===== config.mk =====
export PLATFORM = sky130hd
export DESIGN_NAME = video_fetch
export DESIGN_NICKNAME = d
export VERILOG_FILES = /design/src/rtl/video_fetch.sv
export SDC_FILE = /design/constraint.sdc
export NUM_CORES = 1
export LEC_CHECK = 0
export CORE_AREA = 10 10 172 174
export CTS_CLUSTER_SIZE = 40
export DETAILED_ROUTE_END_ITERATION = 10
export DIE_AREA = 0 0 182 184
export PLACE_DENSITY = 0.78
export SLEW_MARGIN = 20
export SYNTH_ARGS = -nofsm -noshare
export SYNTH_HDL_FRONTEND = slang
export SYNTH_SLANG_ARGS = --single-unit
export TNS_END_PERCENT = 5

===== constraint.sdc =====
create_clock -name clk -period 4.65 [get_ports clk]
set_input_delay 0.465 -clock clk [delete_from_list [all_inputs] [get_ports clk]]
set_output_delay 0.465 -clock clk [all_outputs]
set_load 0.01 [all_outputs]

===== src/rtl/video_fetch.sv =====
// Port-B video RAM reader: once per frame, fetches the five video words into staging
// registers and commits them to the slot outputs together, so a frame is never half-updated.
module video_fetch #(
   parameter int READ_LAT = 1
) (
   input  logic        clk,
   input  logic        reset,
   input  logic        frame_start,
   input  logic [31:0] DataVideo,
   output logic [31:0] addr_B,
   output logic [31:0] slot0,
   output logic [31:0] slot1,
   output logic [31:0] slot2,
   output logic [31:0] slot3,
   output logic [31:0] slot4,
   output logic        busy,
   output logic        frame_valid,
   output logic        overrun,
   output logic [1:0]  dbg_state
);

   typedef enum logic [1:0] {
      S_IDLE  = 2'd0,
      S_FETCH = 2'd1,
      S_DRAIN = 2'd2
   } state_t;

   state_t              state_q, state_d;
   logic [2:0]          i_q, i_d;
   logic                pend_q, pend_d;
   logic [READ_LAT-1:0] pv_q;
   logic [2:0]          pi_q [READ_LAT];
   logic [31:0]         stg_q [5];
   logic [31:0]         slot_q [5];
   logic                busy_q, fv_q, ovr_q;
   logic                cap, commit, restart;

   // The oldest pipeline entry lines up with the DataVideo word for its address.
   assign cap     = pv_q[READ_LAT-1];
   assign commit  = cap && (pi_q[READ_LAT-1] == 3'd4);
   assign restart = commit && (pend_q || frame_start);

   always_comb begin
      state_d = state_q;
      i_d     = i_q;
      pend_d  = pend_q;
      case (state_q)
         S_IDLE: begin
            if (frame_start) begin
               state_d = S_FETCH;
               i_d     = 3'd0;
            end
         end
         S_FETCH: begin
            if (i_q == 3'd4) state_d = S_DRAIN;
            else             i_d     = i_q + 3'd1;
         end
         S_DRAIN: begin
            if (commit) begin
               state_d = restart ? S_FETCH : S_IDLE;
               i_d     = 3'd0;
            end
         end
         default: begin
            state_d = S_IDLE;
            i_d     = 3'd0;
         end
      endcase
      // A restart at commit consumes the pending request, whether old or arriving now.
      if (commit)                               pend_d = 1'b0;
      else if (frame_start && state_q != S_IDLE) pend_d = 1'b1;
   end

   always_ff @(posedge clk or negedge reset) begin
      if (!reset) begin
         state_q <= S_IDLE;
         i_q     <= 3'd0;
         pend_q  <= 1'b0;
         pv_q    <= '0;
         for (int j = 0; j < READ_LAT; j++) pi_q[j] <= 3'd0;
         for (int k = 0; k < 5; k++) begin
            stg_q[k]  <= 32'd0;
            slot_q[k] <= 32'd0;
         end
         busy_q  <= 1'b0;
         fv_q    <= 1'b0;
         ovr_q   <= 1'b0;
      end else begin
         state_q <= state_d;
         i_q     <= i_d;
         pend_q  <= pend_d;
         pv_q[0] <= (state_q == S_FETCH);
         pi_q[0] <= i_q;
         for (int j = 1; j < READ_LAT; j++) begin
            pv_q[j] <= pv_q[j-1];
            pi_q[j] <= pi_q[j-1];
         end
         if (cap) stg_q[pi_q[READ_LAT-1]] <= DataVideo;
         // Word 4 bypasses staging so all five slots load on the same edge.
         if (commit) begin
            for (int k = 0; k < 4; k++) slot_q[k] <= stg_q[k];
            slot_q[4] <= DataVideo;
         end
         busy_q  <= (state_d != S_IDLE);
         fv_q    <= commit;
         ovr_q   <= frame_start && (state_q != S_IDLE) && pend_q;
      end
   end

   always_comb begin
      case (i_q)
         3'd0:    addr_B = 32'h0000_6000;
         3'd1:    addr_B = 32'h0000_7000;
         3'd2:    addr_B = 32'h0000_8000;
         3'd3:    addr_B = 32'h0000_9000;
         default: addr_B = 32'h0001_0000;
      endcase
   end

   assign slot0       = slot_q[0];
   assign slot1       = slot_q[1];
   assign slot2       = slot_q[2];
   assign slot3       = slot_q[3];
   assign slot4       = slot_q[4];
   assign busy        = busy_q;
   assign frame_valid = fv_q;
   assign overrun     = ovr_q;
   assign dbg_state   = state_q;

endmodule

## Word-level counts from Yosys, hierarchy flattened

Cells that the tools add are included.

- Register bits: 333
- Output and inout bits: 197
- Logic and storage cells: 59

- $add $sub $neg: 1
- Magnitude comparators: 2
- Eq/ne operators: 10
- Multiplexer cells: 15
- Bitwise gates (word level): 1
- Reduce and logical (&&, ||, !) cells: 12

Operators with widths:

| operator | count |
|---|---|
| 160-bit bitwise mux | 1 |
| 32-bit demux with 3-bit select | 1 |
| 17-bit case mux with 4 select lines | 1 |
| 32-bit 2-to-1 mux | 1 |
| 3-bit 2-to-1 mux | 3 |
| 3-bit case mux with 3 select lines | 1 |
| 3-bit by 2-bit == test with 1-bit output, second input constant | 2 |
| 3-bit == test, second input constant | 2 |
| 2-bit 2-to-1 mux | 3 |
| 2-bit != test, second input constant | 3 |
| 2-bit case mux with 3 select lines | 1 |
| 2-bit nonzero test | 3 |
| 1-bit logical AND | 5 |
| 4-bit greater-or-equal comparator, second input constant | 1 |
| 4-bit by 1-bit less-than comparator with 1-bit output, second input constant | 1 |
| 3-bit inverter with 4-bit output | 1 |
| 3-bit by 1-bit adder with 3-bit output, second input constant | 1 |
| 3-bit by 1-bit == test with 1-bit output, second input constant | 1 |
| 3-bit logical NOT | 1 |
| 1-bit 2-to-1 mux | 3 |
| 3-bit AND reduction | 1 |
| 2-bit by 1-bit == test with 1-bit output, second input constant | 1 |
| 2-bit == test, second input constant | 1 |
| 2-bit logical NOT | 1 |
| 1-bit logical OR | 1 |

## Depth between registers and ports, before layout

- Depth after elaboration: 7
- Gate-level depth with buffers: 5

## Worst setup path before layout

OpenSTA, ideal clock, no wires.

- Path kind: flip-flop to output port
- Start point: reg i_q[0]
- End point: out addr_B[16]
- Arrival time: 1193 ps
- Data required time: 4185 ps
- Setup slack: 2992 ps
- Stages on the path, launching flop included: 5
- Path buffers: 0
- Cells stage by stage: dfrtp_1 -> ha_1 -> ha_1 -> a21o_1 -> nor2_1

- Word-level cells in the longest chain between the ends: 2
- Elaborated cells between the ends (all ways): 5
- Those cells by class: eq/ne: 3; mux: 1; reduce/logical: 1

Ends and longest elaborated chain:

| what | RTL line | source |
|---|---|---|
| start, declared | 29 | `logic [2:0] i_q, i_d;` |
| start signal, assigned | 90 | `i_q <= i_d;` |
| 3-bit by 2-bit == test with 1-bit output, or another cell as far along | 111 | `case (i_q)` |
| 17-bit case mux with 4 select lines (*) | 111 |  |
| end, declared | 10 | `output logic [31:0] addr_B,` |

Every way passes the cells marked *; elsewhere a longest branch is shown, timed or not.

## Worst setup path after layout

Ends and elaborated chain as after synthesis.

==> metrics.md <==
| Metric | Value |
|---|---|
| Place WS | `2096 ps` |
| Clock Skew | `9.333 ps` |
| Hold_buf cts | `0` |
| Internal power | `between 8 and 9 mW` |
| Placed insts | `1213` |
| Antenna Cells | `0` |
| Placer Congestion | `between 0.7 and 0.8` |
| Post-Route Setup TNS | `0 ps` |
| Max-slew headroom | `between 30% and 40%` |
| Sw frac | `29.72%` |
| Routed wire length | `24940 um` |
| Die Ht | `around 180 um` |
| CTS tree | `yes` |
| Main combinational cell family by area after synthesis | `multiplexers` |
| Synthesized area per cell | `16.67 um2` |
| Post-synth top cells | `301 x dfrtp_1, 146 x mux2_1, 142 x mux2_2, 34 x buf_4, 18 x buf_6` |
| Worst setup EP type | `output port` |
| Leakage power | `6.472 nW` |
| Finished Layout Cells | `1273` |
| Post-CTS sizing | `0` |
| Max-Cap Viols | `0` |
| Period minus WS final | `2717 ps` |
| Tightest Hold Check Type | `input port to async pin` |
| XOR/XNOR share of the synthesized area | `0.07529%` |
| # nets final | `955` |
| Total track usage | `14.59%` |
| Synth top area cells | `dfrtp_1 65%, mux2_1 14%, mux2_2 14%` |
| Arr. time, crit path | `2250 ps` |
| Area growth syn-to-layout | `28.39%` |
| Synth Area in Adders | `0.5378%` |
| DPL Wire Length | `16530 um` |
| Row cnt | `59` |
| Worst hold slack | `444.6 ps` |
| Vias | `~6300` |
| CP max FO | `7` |
| Post-synthesis compound-gate area fraction | `0.7422%` |
| Reg2Reg Setup Slack | `between 2000 and 2500 ps` |
| Most common cell in the netlist | `dfrtp_1` |
| Reg2Reg Depth | `4` |
| Critical path required time | `4180 ps` |
| Reg2Reg Capture Point | `slot4[14]$_DFFE_PN0P_` |
| Ys Warns | `0` |
| Ys async rst share | `100.0%` |
| Chip width | `182 um` |
| Part of the power in registers | `41.1%` |
| Max stage delay on crit path | `540 ps` |
| Peak VDD IR | `roughly 0.43 mV` |
| Initial antenna violation count | `0` |
| PortBufs | `roughly 200` |
| Critical Setup Path Class | `register to output port` |
| Final Hold Fails | `0` |
| FF+latch count, synth | `about 300` |
| Per-cell routed wire length | `19.59 um` |
| Most used cell, CP | `ha_1` |
| Seq/Total Area, Yosys | `around two thirds` |
| Post-route ant nets | `0` |
| Number of CTS-inserted buffers | `31` |
| Worst-Skew Late Latency | `540 ps` |
| Switching power | `3.409 mW` |
| Via density | `4.958` |
| # DRC | `0` |
| Vias in the first global route | `6944` |
| First-pass GRT wire length | `40200 um` |
| Total gr overflow | `0` |
| Post-synthesis simple-gate area fraction | `1.538%` |
| Post-synth cell types | `29` |
| R2r startpoint | `pi_q[1]$_DFF_PN0_` |
| Ys flop type | `dfrtp_1` |
| CP Launch Type | `register` |
| Slew @ Worst Pin | `1011 ps` |
| Root Buffer | `clkbuf_16` |
| Largest area contributor in the netlist | `dfrtp_1` |
| Ports | `232` |
| Core area | `about 26000 um2` |
| Status | `completed` |
| RSZ-0062 raised after global routing | `no` |
| Fmax | `0.3681 GHz` |
| Max Slew Vio Count | `0` |
| PwrDens | `768.1 nW/um2` |
| Setup bufs post-CTS | `0` |
| Max Root-Sink Buffers | `3` |
| Period utilization | `58.42%` |
| 1st-iter DRT viols | `roughly 290` |
| Clock Power Share | `21.6%` |
| Share of the synthesized area in the top cell type | `64.75%` |
| WP buf/inv | `1` |
| Largest net degree at the start of global routing | `142` |
| Crit path cell chain | `ha_1 -> ha_1 -> a21o_1 -> nor2_1 -> clkdlybuf4s50_1` |
| Fraction of layout cells with a size suffix above 1 | `22.71%` |
| Cell Area, Synth | `11630 um2` |
| Initial Utilization | `44.89%` |
| Post-Syn Instances | `698` |
| Worst-path clk slew | `60 ps` |
| Clock sinks | `approximately 300` |
| DRT Pass-1 Iters | `4` |
| Crit path max-delay family | `buffers and inverters` |
| Slowest-stage cell, CP | `clkdlybuf4s50_1` |
| Setup-failing EPs final | `0` |
| Total die area | `33490 um2` |
| H-tree levels | `1` |
| Multiplexer share of the synthesized area | `between 20% and 30%` |
| Comb power frac | `roughly 37%` |
| Final worst setup slack | `just under 2000 ps` |
| Number of flops mapped to enable cells by yosys | `0` |
-- worst max-delay path by stage --
stage / startpoint / end / slack (ps) / cells after the start
global placement: pi_q[1]$_DFF_PN0_ / slot4[15]$_DFFE_PN0P_ / 2220 / 4
finish: i_q[0]$_DFFE_PN0P_ / addr_B[16] / 1930 / 5
global route: i_q[0]$_DFFE_PN0P_ / addr_B[16] / 1810 / 5
CTS: i_q[0]$_DFFE_PN0P_ / addr_B[16] / 1910 / 5
detailed placement: pi_q[2]$_DFF_PN0_ / stg_q[47]$_DFFE_PN0P_ / 2100 / 3
floorplan: i_q[0]$_DFFE_PN0P_ / addr_B[16] / 2990 / 4
-- worst reg2reg max path: cells and delay by family, from the launching register on --
| family | cells | cell delay, ps |
|---|---|---|
| buf+inv | 2 | 1190 |
| flops | 1 | 500 |
| mux | 1 | 400 |
| simple gates | 1 | 250 |
-- cell type report --
| type | count | area [um2] |
|---|---|---|
| Clock inverter | 13 | 142.6 |
| Multi-Input combinational cell | 358 | 3711 |
| Tap cell | 335 | 419.2 |
| Clock buffer | 43 | 890.9 |
| Inverter | 5 | 18.77 |
| Fill cell | 1947 | 10980 |
| Timing Repair Buffer | 218 | 2220 |
| Sequential cell | 301 | 7532 |
-- routing by layer --
metal  global-route usage [%]  vias to the layer above  wire length (um)  part of all wire [%]
met5                        0                        -                 0                     0
met4                    3.482                        0               425                   1.7
met3                    3.740                       32              1599                   6.4
met2                    24.46                      167             12110                    49
met1                    18.58                     3280             10810                    43
li1                         -                     2833                 -                     -
-- stage by stage --
stage	power, mW	utilization, %	area, um2
5_1_grt	12.17	57.64	14930
2_1_floorplan	6.884	-	11730
6_report	11.47	57.64	14930
3_3_place_gp	8.947	53.42	13840
4_1_cts	11.64	57.40	14870
3_5_place_dp	9.105	53.42	13840
-- state kept, by name, summed over array words and instances (netlist names) --
name	flops
busy	1
slot4	32
overrun	1
pend_q	1
slot1	32
cap	1
dbg_state	2
pi_q	3
frame_valid	1
i_q	3
slot3	32
stg_q	128
slot0	32
slot2	32
-- power by group through the flow --
| stage | logic, mW | clock network [mW] | registers [mW] |
|---|---|---|---|
| floorplan | 1.98 | 0 | 4.90 |
| global placement | 4.25 | 0 | 4.70 |
| finish | 4.28 | 2.47 | 4.71 |
| detailed placement | 4.35 | 0 | 4.76 |
| CTS | 4.38 | 2.54 | 4.73 |
| global route | 4.63 | 2.64 | 4.90 |
-- placed cells by master, fill, tap and decap left out, types with 4 or more instances in the layout --
| cell type | Yosys | final |
|---|---|---|
| dfrtp_1 | 301 | 301 |
| clkdlybuf4s50_1 | 0 | 203 |
| mux2_1 | 146 | 146 |
| mux2_2 | 142 | 142 |
| clkbuf_16 | 0 | 31 |
| conb_1 | 1 | 27 |
| clkinv_2 | 0 | 9 |
| clkbuf_8 | 0 | 7 |
| buf_4 | 34 | 7 |
| inv_1 | 5 | 5 |
| ha_1 | 5 | 5 |
| clkbuf_1 | 0 | 5 |
| nor2_1 | 4 | 4 |
| nand2_1 | 4 | 4 |
-- cell families after synthesis --
group                      Yosys count
other                                1
and+or+nand+nor                     24
adders and majority gates            5
xor gates and xnor gates             1
AOI/OAI and AO/OA                   13
muxes                              288
buffers and inverters               65
DFF                                301
No activity file was read; power rests on OpenSTA's default activity.
